### config.mk
export PLATFORM = sky130hd
export DESIGN_NAME = i2c_slave_regfile
export DESIGN_NICKNAME = d
export VERILOG_FILES = /design/src/rtl/i2c_slave_pkg.sv /design/src/rtl/i2c_pad_filter.sv /design/src/rtl/i2c_slave_regfile.sv
export SDC_FILE = /design/constraint.sdc
export NUM_CORES = 1
export LEC_CHECK = 0
export ABC_AREA = 1
export CAP_MARGIN = 20
export CELL_PAD_IN_SITES_DETAIL_PLACEMENT = 1
export CELL_PAD_IN_SITES_GLOBAL_PLACEMENT = 1
export CORE_MARGIN = 4
export CORE_UTILIZATION = 35
export CTS_BUF_LIST = sky130_fd_sc_hd__clkbuf_2
export CTS_CLUSTER_SIZE = 16
export DETAILED_ROUTE_END_ITERATION = 8
export PLACE_DENSITY = 0.72
export RECOVER_POWER = 50
export SETUP_SLACK_MARGIN = 0.4
export SYNTH_ARGS = -nofsm -noshare
export SYNTH_HDL_FRONTEND = slang
export SYNTH_SLANG_ARGS = --single-unit
### constraint.sdc
create_clock -name CLK_I -period 3.04 [get_ports CLK_I]
set_input_delay 0.456 -clock CLK_I [delete_from_list [all_inputs] [get_ports CLK_I]]
set_output_delay 0.456 -clock CLK_I [all_outputs]
set_load 0.01 [all_outputs]
### src/rtl/i2c_slave_pkg.sv
// Shared types and constants for the I2C register-file slave.
package i2c_slave_pkg;

  typedef enum logic [3:0] {
    ST_IDLE       = 4'd0,
    ST_ADDR       = 4'd1,
    ST_ADDR_ACK   = 4'd2,
    ST_PTR        = 4'd3,
    ST_PTR_ACK    = 4'd4,
    ST_WDATA      = 4'd5,
    ST_WDATA_ACK  = 4'd6,
    ST_RDATA      = 4'd7,
    ST_RDATA_MACK = 4'd8,
    ST_WAIT       = 4'd9
  } i2c_slv_state_t;

  localparam logic I2C_ACK  = 1'b0;
  localparam logic I2C_NACK = 1'b1;

  // Wide enough to count the 8 data bits plus the ninth (ACK) slot.
  localparam int BIT_CNT_W = 4;

endpackage

### src/rtl/i2c_pad_filter.sv
// Two-flop synchronizer followed by a majority-free run-length glitch filter.
module i2c_pad_filter #(
  parameter int FILTER_LEN = 3
) (
  input  logic clk_i,
  input  logic rst_n,
  input  logic pad_i,
  output logic filt_o
);

  logic [1:0] sync_q;
  logic       filt_q, filt_d;
  logic [3:0] cnt_q, cnt_d;

  // Run-length counter: the filtered level flips after FILTER_LEN differing samples.
  always_comb begin
    filt_d = filt_q;
    cnt_d  = 4'd0;
    if (sync_q[1] != filt_q) begin
      if (cnt_q == 4'(FILTER_LEN - 1)) begin
        filt_d = ~filt_q;
        cnt_d  = 4'd0;
      end else begin
        cnt_d = cnt_q + 4'd1;
      end
    end else begin
      cnt_d = 4'd0;
    end
  end

  // Synchronizer and filter state; idle bus level is high.
  always_ff @(posedge clk_i or negedge rst_n) begin
    if (!rst_n) begin
      sync_q <= 2'b11;
      filt_q <= 1'b1;
      cnt_q  <= 4'd0;
    end else begin
      sync_q <= {sync_q[0], pad_i};
      filt_q <= filt_d;
      cnt_q  <= cnt_d;
    end
  end

  assign filt_o = filt_q;

endmodule

### src/rtl/i2c_slave_regfile.sv
// I2C slave exposing a byte-wide register file with an auto-incrementing pointer.
module i2c_slave_regfile
  import i2c_slave_pkg::*;
#(
  parameter logic [6:0] SLAVE_ADDR = 7'h50,
  parameter int         NUM_REGS   = 16,
  parameter int         FILTER_LEN = 3
) (
  input  logic       CLK_I,
  input  logic       ARST_N_I,
  input  logic       SCL_PAD_I,
  input  logic       SDA_PAD_I,
  output logic       SDA_PAD_O,
  output logic       SDA_PADOEN_O,
  output logic       BUSY_O,
  output logic       WR_STB_O,
  output logic [7:0] WR_ADDR_O,
  output logic [7:0] WR_DATA_O
);

  localparam int PTR_W = $clog2(NUM_REGS);

  logic scl_f, sda_f;
  logic scl_prev_q, sda_prev_q;
  logic scl_rise, scl_fall, start_det, stop_det;

  i2c_slv_state_t        state_q, state_d;
  logic [BIT_CNT_W-1:0]  cnt_q, cnt_d;
  logic [7:0]            sr_q, sr_d;
  logic [PTR_W-1:0]      ptr_q, ptr_d;
  logic                  rw_q, rw_d;
  logic                  phase_q, phase_d;
  logic                  oen_q, oen_d;
  logic                  busy_q, busy_d;
  logic                  wr_stb_q, wr_stb_d;
  logic [7:0]            wr_addr_q, wr_addr_d;
  logic [7:0]            wr_data_q, wr_data_d;
  logic [7:0]            regs_q [NUM_REGS];
  logic [7:0]            regs_d [NUM_REGS];

  logic [7:0] byte_in;
  logic [7:0] rd_byte;
  logic       last_bit;
  logic       addr_match;

  i2c_pad_filter #(.FILTER_LEN(FILTER_LEN)) u_scl_filt (
    .clk_i (CLK_I),
    .rst_n (ARST_N_I),
    .pad_i (SCL_PAD_I),
    .filt_o(scl_f)
  );

  i2c_pad_filter #(.FILTER_LEN(FILTER_LEN)) u_sda_filt (
    .clk_i (CLK_I),
    .rst_n (ARST_N_I),
    .pad_i (SDA_PAD_I),
    .filt_o(sda_f)
  );

  assign scl_rise   = scl_f & ~scl_prev_q;
  assign scl_fall   = ~scl_f & scl_prev_q;
  assign start_det  = scl_f & scl_prev_q & sda_prev_q & ~sda_f;
  assign stop_det   = scl_f & scl_prev_q & ~sda_prev_q & sda_f;
  assign byte_in    = {sr_q[6:0], sda_f};
  assign rd_byte    = regs_q[ptr_q];
  assign last_bit   = (cnt_q == BIT_CNT_W'(7));
  assign addr_match = (sr_q[6:0] == SLAVE_ADDR);

  // Next-state, shift/pointer and SDA drive decisions; bus conditions override bit handling.
  always_comb begin
    state_d   = state_q;
    cnt_d     = cnt_q;
    sr_d      = sr_q;
    ptr_d     = ptr_q;
    rw_d      = rw_q;
    phase_d   = phase_q;
    oen_d     = oen_q;
    busy_d    = busy_q;
    wr_stb_d  = 1'b0;
    wr_addr_d = wr_addr_q;
    wr_data_d = wr_data_q;
    regs_d    = regs_q;

    if (start_det) begin
      state_d = ST_ADDR;
      cnt_d   = '0;
      phase_d = 1'b0;
      oen_d   = 1'b1;
      busy_d  = 1'b1;
    end else if (stop_det) begin
      state_d = ST_IDLE;
      cnt_d   = '0;
      phase_d = 1'b0;
      oen_d   = 1'b1;
      busy_d  = 1'b0;
    end else begin
      case (state_q)
        ST_ADDR: begin
          if (scl_rise) begin
            sr_d    = byte_in;
            rw_d    = sda_f;
            cnt_d   = last_bit ? '0 : cnt_q + BIT_CNT_W'(1);
            state_d = !last_bit ? ST_ADDR : (addr_match ? ST_ADDR_ACK : ST_WAIT);
          end else begin
            sr_d = sr_q;
          end
        end
        // First SCL fall drives ACK, second fall hands over to data phase.
        ST_ADDR_ACK: begin
          if (scl_fall) begin
            if (!phase_q) begin
              oen_d   = I2C_ACK;
              phase_d = 1'b1;
            end else begin
              phase_d = 1'b0;
              cnt_d   = '0;
              if (rw_q) begin
                sr_d    = rd_byte;
                oen_d   = rd_byte[7];
                state_d = ST_RDATA;
              end else begin
                oen_d   = 1'b1;
                state_d = ST_PTR;
              end
            end
          end else begin
            phase_d = phase_q;
          end
        end
        ST_PTR: begin
          if (scl_rise) begin
            sr_d    = byte_in;
            cnt_d   = last_bit ? '0 : cnt_q + BIT_CNT_W'(1);
            state_d = last_bit ? ST_PTR_ACK : ST_PTR;
          end else begin
            sr_d = sr_q;
          end
        end
        ST_PTR_ACK: begin
          if (scl_fall) begin
            if (!phase_q) begin
              oen_d   = I2C_ACK;
              ptr_d   = sr_q[PTR_W-1:0];
              phase_d = 1'b1;
            end else begin
              oen_d   = 1'b1;
              phase_d = 1'b0;
              state_d = ST_WDATA;
            end
          end else begin
            phase_d = phase_q;
          end
        end
        ST_WDATA: begin
          if (scl_rise) begin
            sr_d    = byte_in;
            cnt_d   = last_bit ? '0 : cnt_q + BIT_CNT_W'(1);
            state_d = last_bit ? ST_WDATA_ACK : ST_WDATA;
          end else begin
            sr_d = sr_q;
          end
        end
        // Register write, strobe and ACK drive all land on the same clock.
        ST_WDATA_ACK: begin
          if (scl_fall) begin
            if (!phase_q) begin
              oen_d         = I2C_ACK;
              regs_d[ptr_q] = sr_q;
              wr_stb_d      = 1'b1;
              wr_addr_d     = 8'(ptr_q);
              wr_data_d     = sr_q;
              ptr_d         = ptr_q + PTR_W'(1);
              phase_d       = 1'b1;
            end else begin
              oen_d   = 1'b1;
              phase_d = 1'b0;
              state_d = ST_WDATA;
            end
          end else begin
            phase_d = phase_q;
          end
        end
        ST_RDATA: begin
          if (scl_rise) begin
            cnt_d = cnt_q + BIT_CNT_W'(1);
          end else if (scl_fall) begin
            if (cnt_q == BIT_CNT_W'(8)) begin
              oen_d   = 1'b1;
              cnt_d   = '0;
              phase_d = 1'b0;
              state_d = ST_RDATA_MACK;
            end else begin
              sr_d  = {sr_q[6:0], 1'b1};
              oen_d = sr_q[6];
            end
          end else begin
            cnt_d = cnt_q;
          end
        end
        // Pointer has already advanced when the next byte is loaded on the fall.
        ST_RDATA_MACK: begin
          if (scl_rise) begin
            ptr_d   = ptr_q + PTR_W'(1);
            state_d = (sda_f == I2C_NACK) ? ST_WAIT : ST_RDATA_MACK;
            phase_d = (sda_f == I2C_ACK);
          end else if (scl_fall && phase_q) begin
            phase_d = 1'b0;
            sr_d    = rd_byte;
            oen_d   = rd_byte[7];
            cnt_d   = '0;
            state_d = ST_RDATA;
          end else begin
            phase_d = phase_q;
          end
        end
        ST_IDLE, ST_WAIT: begin
          oen_d = 1'b1;
        end
        default: begin
          state_d = ST_IDLE;
          oen_d   = 1'b1;
        end
      endcase
    end
  end

  // Protocol state, register file and registered pad/strobe outputs.
  always_ff @(posedge CLK_I or negedge ARST_N_I) begin
    if (!ARST_N_I) begin
      scl_prev_q <= 1'b1;
      sda_prev_q <= 1'b1;
      state_q    <= ST_IDLE;
      cnt_q      <= '0;
      sr_q       <= 8'h00;
      ptr_q      <= '0;
      rw_q       <= 1'b0;
      phase_q    <= 1'b0;
      oen_q      <= 1'b1;
      busy_q     <= 1'b0;
      wr_stb_q   <= 1'b0;
      wr_addr_q  <= 8'h00;
      wr_data_q  <= 8'h00;
      for (int i = 0; i < NUM_REGS; i++) begin
        regs_q[i] <= 8'h00;
      end
    end else begin
      scl_prev_q <= scl_f;
      sda_prev_q <= sda_f;
      state_q    <= state_d;
      cnt_q      <= cnt_d;
      sr_q       <= sr_d;
      ptr_q      <= ptr_d;
      rw_q       <= rw_d;
      phase_q    <= phase_d;
      oen_q      <= oen_d;
      busy_q     <= busy_d;
      wr_stb_q   <= wr_stb_d;
      wr_addr_q  <= wr_addr_d;
      wr_data_q  <= wr_data_d;
      regs_q     <= regs_d;
    end
  end

  assign SDA_PAD_O    = 1'b0;
  assign SDA_PADOEN_O = oen_q;
  assign BUSY_O       = busy_q;
  assign WR_STB_O     = wr_stb_q;
  assign WR_ADDR_O    = wr_addr_q;
  assign WR_DATA_O    = wr_data_q;

endmodule

==> impl_metrics.env, run 1 <==
export IMPL_critPathLaunchType="flip-flop"
export IMPL_die_y_um=169
export IMPL_cts_inserted_buffers=17
export IMPL_synth_main_ff_cell="sky130_fd_sc_hd__dfrtp_1"
export IMPL_area_growth_pct=7.97
export IMPL_clk_transition_reported_paths_ps=270
export IMPL_route_detailed_wl_per_inst_um=17.6
export IMPL_post_route_drc_count=0
export IMPL_seq_area_um2=4540
export IMPL_placeableCoreArea_um2=25300
export IMPL_failing_checks="max-capacitance violations, max-slew violations"
export IMPL_routed_wl_um=25600
export IMPL_synthTopCellsByArea="sky130_fd_sc_hd__dfrtp_1, sky130_fd_sc_hd__nand2_1, sky130_fd_sc_hd__o21ai_1, sky130_fd_sc_hd__o21ai_0, sky130_fd_sc_hd__nor2_1"
export IMPL_numClockSinks=181
export IMPL_number_of_antenna_violations_at_the_first_check_in_global_routing=1
export IMPL_worst_ep_required_time_ps=3650
export IMPL_timing_clock_skew_ps=36.7
export IMPL_slew_viol_final=62
export IMPL_ctsRootBufferMaster="sky130_fd_sc_hd__clkbuf_2"
export IMPL_relSlewSlack=-0.157
export IMPL_initialDrtViolationCount=503
export IMPL_drt_pass1_iter_count=5
export IMPL_power_per_cell_area_nw_per_um2=534
export IMPL_place_inst=1425
export IMPL_cts_max_path_buffers=2
export IMPL_post_synth_cell_area_avg_um2=8.10
export IMPL_synthCells=1118
export IMPL_final_period_utilization=0.781
export IMPL_grt_pass1_vias=7693
export IMPL_run_status="finished with violations"
export IMPL_number_of_buffers_inserted_by_port_buffering=18
export IMPL_total_of_flip_flops_plus_latches_after_synthesis=181
export IMPL_cts_htree_levels=4
export IMPL_route_vias_total=7523
export IMPL_grt_setup_unrepaired="false"
export IMPL_route_antenna_remaining_nets=0
export IMPL_timing_critical_path_to_type="flip-flop"
export IMPL_grt_max_degree=70
export IMPL_synth_largest_type_area_fraction=0.475
export IMPL_post_synth_num_cell_types=40
export IMPL_grt_pass1_wl_um=42500
export IMPL_timing_final_setup_violations=0
export IMPL_tightest_slew_ps=1740
export IMPL_hold_viol_final=0
export IMPL_cts_repair_resized_insts=0
export IMPL_fmax_mhz=421
export IMPL_tritoncts_clock_tree="yes"
export IMPL_holdWs_ps=367
export IMPL_grt_util_all_layers=0.187
export IMPL_nFillCells=3083
export IMPL_biggest_fanout_along_the_worst_timing_path=28
export IMPL_num_io_pins=24
export IMPL_p_leak_uw=0.00457
export IMPL_synthArstFlopShare=1.00
export IMPL_drive_gt1_frac=0.0886
export IMPL_worst_skew_pair_late_latency_ps=760
export IMPL_overflow=0
export IMPL_finalCoreUtilization=0.386
export IMPL_final_instance_count_excl_fill=1460
export IMPL_post_cts_setup_buffer_count=0
export IMPL_ys_seq_area_frac=0.501
export IMPL_max_cap_violations=1
export IMPL_dp_hpwl_um=16900
export IMPL_gp_congestion=0.838
export IMPL_setup_tns_ps=0
export IMPL_synth_enable_flop_cells=0
export IMPL_synth_cell_area_um2=9060
export IMPL_core_rowCount=58
export IMPL_timing_final_crit_period_ps=2370
export IMPL_fp_dieW_um=169
export IMPL_ys_warnings_count=0
export IMPL_viasPerCell=5.15
export IMPL_yosysTopAreaCell="sky130_fd_sc_hd__dfrtp_1"
export IMPL_hold_path_class="flip-flop to flip-flop"
export IMPL_kind_of_critical_path="flip-flop to flip-flop"
export IMPL_multi_input_comb_area_um2=3930
export IMPL_timing_critical_path_arrival_ps=2990
export IMPL_final_nets=1130
export IMPL_ir_worst_vdd_mv=0.277
export IMPL_floorplan_initialDensity=0.358
export IMPL_die_area_um2=28500
[critical path: stages, from the launching register on]
cell                      delay [ps]
sky130_fd_sc_hd__dfstp_1         480
sky130_fd_sc_hd__ha_1            270
sky130_fd_sc_hd__nand2_1          80
sky130_fd_sc_hd__nor2_1           60
sky130_fd_sc_hd__nor2_2          380
sky130_fd_sc_hd__nand2_4         340
sky130_fd_sc_hd__inv_6           220
sky130_fd_sc_hd__nand3_4         210
sky130_fd_sc_hd__nand2_1         140
sky130_fd_sc_hd__o21ai_1          80
[what timing repair did]
item | 4_1_cts | 5_1_grt
endpoints found under the hold margin | 57 | 1
hold buffers | 2 | 1
setup endpoints to repair | 0 | 0
[area by class of cell]
class,count,share of cell area
sequential,181,0.464
multi-input combinational,815,0.402
tap,330,0.0422
timing repair buffer,38,0.0374
inverter,64,0.0251
clock inverter,14,0.0203
clock buffer,17,0.00870
antenna,1,0.000256
[worst paths after layout]
path | startpoint | to | slack [ps] | cells past startpoint
setup / recovery | u_scl_filt.filt_o$_DFFE_PN1P_ | regs_q[20]$_DFFE_PN0P_ | 670 | 9
hold / removal | u_sda_filt.sync_q[0]$_DFF_PN1_ | u_sda_filt.sync_q[1]$_DFF_PN1_ | 370 | 0
setup reg to reg | u_scl_filt.filt_o$_DFFE_PN1P_ | regs_q[20]$_DFFE_PN0P_ | 670 | 9
hold reg to reg | u_sda_filt.sync_q[0]$_DFF_PN1_ | u_sda_filt.sync_q[1]$_DFF_PN1_ | 370 | 0
max in group asynchronous | ARST_N_I | regs_q[85]$_DFFE_PN0P_ | 700 | 3
min in group asynchronous | ARST_N_I | regs_q[61]$_DFFE_PN0P_ | 640 | 2
[per-stage QoR]
step,setup slack [ps],power [uW],area [um^2]
4_1_cts,618,5300,9780
5_1_grt,325,5540,9780
3_3_place_gp,800,3800,9480
3_5_place_dp,729,3820,9480
2_1_floorplan,1050,3400,9070
6_report,665,5220,9780
[cell families (layout without fill, tap and decap cells)]
group,Yosys count,count (layout),share of synthesized area
XOR/XNOR,7,7,0.00677
adder cells (fa/ha/maj),9,9,0.0124
other,1,6,0.000414
buffers and inverters,126,133,0.0667
flip-flops,181,181,0.501
AO/OA/AOI/OAI,271,271,0.160
AND/OR/NAND/NOR,523,523,0.253
[sequential cells by signal (all words and copies together) (netlist names), 2 cells and up]
signal             flops
state_q                4
u_scl_filt.sync_q      2
WR_ADDR_O              4
regs_q               128
u_scl_filt.cnt_q       4
u_sda_filt.sync_q      2
WR_DATA_O              8
ptr_q                  4
u_sda_filt.cnt_q       4
cnt_q                  4
sr_q                   8
[power breakdown]
group	total, uW	switching (uW)	internal, uW	leakage, uW
sequential	2660	113	2540	0.00248
clock	1450	904	546	0.000156
combinational	1110	824	290	0.00194
total	5220	1840	3380	0.00457
[synth_stat cells (all sizes together), types with 6 or more instances]
library cell	count
o21ai	232
inv	64
nand2	331
nand3	52
dfrtp	172
o22ai	16
ha	9
dfstp	9
a21oi	12
buf	29
o211ai	6
nor2	125
nor3	7
clkbuf	33
[metal layers]
metal	GRT usage	up-vias	routed length (um)
met5	0	-	0
met4	0.0378	0	269
met3	0.0285	22	723
met2	0.306	104	12200
met1	0.265	3753	12500
li1	-	3644	-
[layout by cell type, fill, tap and decap left out, types with 6 or more instances in the layout]
master | Yosys | final
sky130_fd_sc_hd__o22ai_1 | 16 | 16
sky130_fd_sc_hd__inv_1 | 60 | 59
sky130_fd_sc_hd__o211ai_1 | 6 | 6
sky130_fd_sc_hd__a21oi_1 | 12 | 12
sky130_fd_sc_hd__nor2_1 | 118 | 118
sky130_fd_sc_hd__nand3_1 | 48 | 48
sky130_fd_sc_hd__o21ai_2 | 9 | 9
sky130_fd_sc_hd__ha_1 | 9 | 9
sky130_fd_sc_hd__nand2_4 | 13 | 13
sky130_fd_sc_hd__dfrtp_1 | 172 | 171
sky130_fd_sc_hd__o21ai_0 | 94 | 94
sky130_fd_sc_hd__clkbuf_2 | 0 | 20
sky130_fd_sc_hd__nor3_1 | 6 | 6
sky130_fd_sc_hd__buf_4 | 5 | 12
sky130_fd_sc_hd__clkdlybuf4s50_1 | 0 | 15
sky130_fd_sc_hd__dfstp_2 | 9 | 6
sky130_fd_sc_hd__nand2_1 | 314 | 314
sky130_fd_sc_hd__o21ai_1 | 129 | 129
Note: power is estimated with default switching activity, not from simulation.
==> inputs of run 2 (changes only) <==
Settings changed: PLACE_DENSITY 0.72 to 0.75.
Clock period 3.04 ns to 1.9 ns, I/O delays scaled along.
==> run 2 against run 1 <==
The flow finishes with violations (negative setup slack). Clock power grew 44%. Worst hold slack gained 12 ps. Worst setup slack lost 780 ps. Final cell count grew 6.9%. Clock skew grew 14 ps. Die area is the same. Global-route usage grew 1.8 points. Fmax grew 18%. Critical path depth is the same. Design area grew 18%. First-iteration DRC count grew 34%. Critical path type unchanged. Critical endpoint is now regs_q[104]$_DFFE_PN0P_. Largest power group unchanged.
==> impl_metrics.env, run 2 (synthesis gave the netlist of run 1 again) <==
export IMPL_drt_pass1_iter_count=5
export IMPL_relSlewSlack=0.371
export IMPL_final_nets=1230
export IMPL_drive_gt1_frac=0.303
export IMPL_timing_final_setup_violations=115
export IMPL_core_rowCount=58
export IMPL_max_flop_register="regs_q"
export IMPL_timing_critical_path_arrival_ps=2710
export IMPL_cts_htree_levels=4
export IMPL_number_of_buffers_inserted_by_port_buffering=18
export IMPL_post_route_drc_count=0
export IMPL_worst_ep_required_time_ps=2600
export IMPL_grt_pass1_wl_um=46500
export IMPL_preCtsSetupSlack_ps=-129
export IMPL_grt_pass1_vias=8415
export IMPL_tritoncts_clock_tree="yes"
export IMPL_area_growth_pct=26.9
export IMPL_fp_dieW_um=169
export IMPL_timing_clock_skew_ps=50.8
export IMPL_grt_setup_unrepaired="true"
export IMPL_hold_path_class="flip-flop to flip-flop"
export IMPL_dp_hpwl_um=18500
export IMPL_biggest_fanout_along_the_worst_timing_path=8
export IMPL_grt_util_all_layers=0.205
export IMPL_initialDrtViolationCount=675
export IMPL_worst_skew_pair_late_latency_ps=820
export IMPL_failing_checks="negative setup slack"
export IMPL_hold_viol_final=0
export IMPL_kind_of_critical_path="flip-flop to flip-flop"
export IMPL_number_of_antenna_violations_at_the_first_check_in_global_routing=1
export IMPL_timing_final_crit_period_ps=2010
export IMPL_cts_max_path_buffers=2
export IMPL_fmax_mhz=497
export IMPL_max_cap_violations=0
export IMPL_run_status="finished with violations"
export IMPL_floorplan_initialDensity=0.358
export IMPL_routed_wl_um=30300
export IMPL_overflow=0
export IMPL_power_per_cell_area_nw_per_um2=796
export IMPL_final_period_utilization=1.06
export IMPL_slew_viol_final=0
export IMPL_numClockSinks=181
export IMPL_route_antenna_remaining_nets=0
export IMPL_num_io_pins=24
export IMPL_final_instance_count_excl_fill=1561
export IMPL_layout_common_cells="sky130_fd_sc_hd__nand2_1, sky130_fd_sc_hd__dfrtp_1, sky130_fd_sc_hd__o21ai_1"
export IMPL_die_y_um=169
export IMPL_p_leak_uw=0.00513
export IMPL_ir_worst_vdd_mv=0.806
export IMPL_tightest_slew_ps=943
export IMPL_cts_inserted_buffers=17
export IMPL_timing_critical_path_to_type="flip-flop"
export IMPL_largest_register_ff_count=128
export IMPL_route_detailed_wl_per_inst_um=19.4
export IMPL_place_inst=1473
export IMPL_holdWs_ps=378
export IMPL_clk_transition_reported_paths_ps=310
export IMPL_viasPerCell=5.34
export IMPL_critPathLaunchType="flip-flop"
export IMPL_placeableCoreArea_um2=25300
export IMPL_route_vias_total=8332
export IMPL_die_area_um2=28500
export IMPL_ctsRootBufferMaster="sky130_fd_sc_hd__clkbuf_2"
export IMPL_gp_congestion=0.901
export IMPL_layout_setup_ws_ps=-111
export IMPL_final_common_cell="sky130_fd_sc_hd__nand2_1"
export IMPL_grt_max_degree=57
==> run 2: changes by cell type in the layout (fill, tap and decap cells not counted), moves of 15 or more <==
cell / change
sky130_fd_sc_hd__o21ai_2: +21
sky130_fd_sc_hd__buf_4: +63
sky130_fd_sc_hd__nand2_1: -101
sky130_fd_sc_hd__nand2_8: +20
sky130_fd_sc_hd__nand2_2: +86
sky130_fd_sc_hd__buf_6: +19
sky130_fd_sc_hd__clkdlybuf4s50_1: -15
==> run 2: routing by layer <==
metal	vias up	GRT usage	wire, um	part of all wire
met5	-	0	0	0
met4	0	0.0695	702	0.023
met3	52	0.0371	1160	0.038
met2	182	0.337	14800	0.49
met1	4215	0.273	13700	0.45
li1	3883	-	-	-
==> run 2: final timing paths <==
path | startpoint | end | slack (ps) | depth (start not counted)
hold reg to reg | u_sda_filt.sync_q[0]$_DFF_PN1_ | u_sda_filt.sync_q[1]$_DFF_PN1_ | 380 | 0
setup / recovery | scl_prev_q$_DFF_PN1_ | regs_q[104]$_DFFE_PN0P_ | -110 | 9
max in group asynchronous | ARST_N_I | SDA_PADOEN_O$_DFFE_PN1P_ | 380 | 4
hold / removal | u_sda_filt.sync_q[0]$_DFF_PN1_ | u_sda_filt.sync_q[1]$_DFF_PN1_ | 380 | 0
min in group asynchronous | ARST_N_I | regs_q[68]$_DFFE_PN0P_ | 660 | 3
setup reg to reg | scl_prev_q$_DFF_PN1_ | regs_q[104]$_DFFE_PN0P_ | -110 | 9
==> run 2: timing repair <==
action                                 4_1_cts  5_1_grt
resized for setup                          171      109
setup buffers                               20       16
hold buffers                                 4        0
setup endpoints to repair                  180      179
cloned                                       7        8
endpoints found under the hold margin      178        0
pin swaps                                   23       23
==> run 2: area by class of cell <==
type                    count  area, um^2
inverters                  64         267
multi-input cells         829        4860
well taps                 330         413
clock inverters            15         159
clock buffers              17        85.1
repair buffers            124        1160
diodes                      1        2.50
flip-flops and latches    181        4540
fillers                  2981       13800
==> run 2: per-stage QoR <==
step / area (um^2) / setup TNS [ps] / power [uW] / util
CTS: 10800 / -2010 / 9060 / 0.428
finish: 11500 / -5120 / 9150 / 0.454
global route: 11500 / -14470 / 9680 / 0.454
floorplan: 9190 / 0 / 5550 / -
global placement: 9960 / -231 / 6480 / 0.393
detailed placement: 9960 / -1630 / 6560 / 0.393
==> run 2: power breakdown <==
group	internal [uW]	total (uW)	switching, uW	leakage [uW]
clock network	442	2090	1640	0.000142
registers	4080	4300	219	0.00248
logic	1040	2760	1720	0.00250
==> run 2: worst max-delay path, stage by stage (launching register included) <==
cell,delay (ps)
sky130_fd_sc_hd__dfstp_2,680
sky130_fd_sc_hd__ha_4,190
sky130_fd_sc_hd__inv_4,60
sky130_fd_sc_hd__nor3_4,210
sky130_fd_sc_hd__nand2_8,160
sky130_fd_sc_hd__nor2_8,160
sky130_fd_sc_hd__buf_12,170
sky130_fd_sc_hd__nand2_8,110
sky130_fd_sc_hd__nand2_2,90
sky130_fd_sc_hd__o21ai_1,60
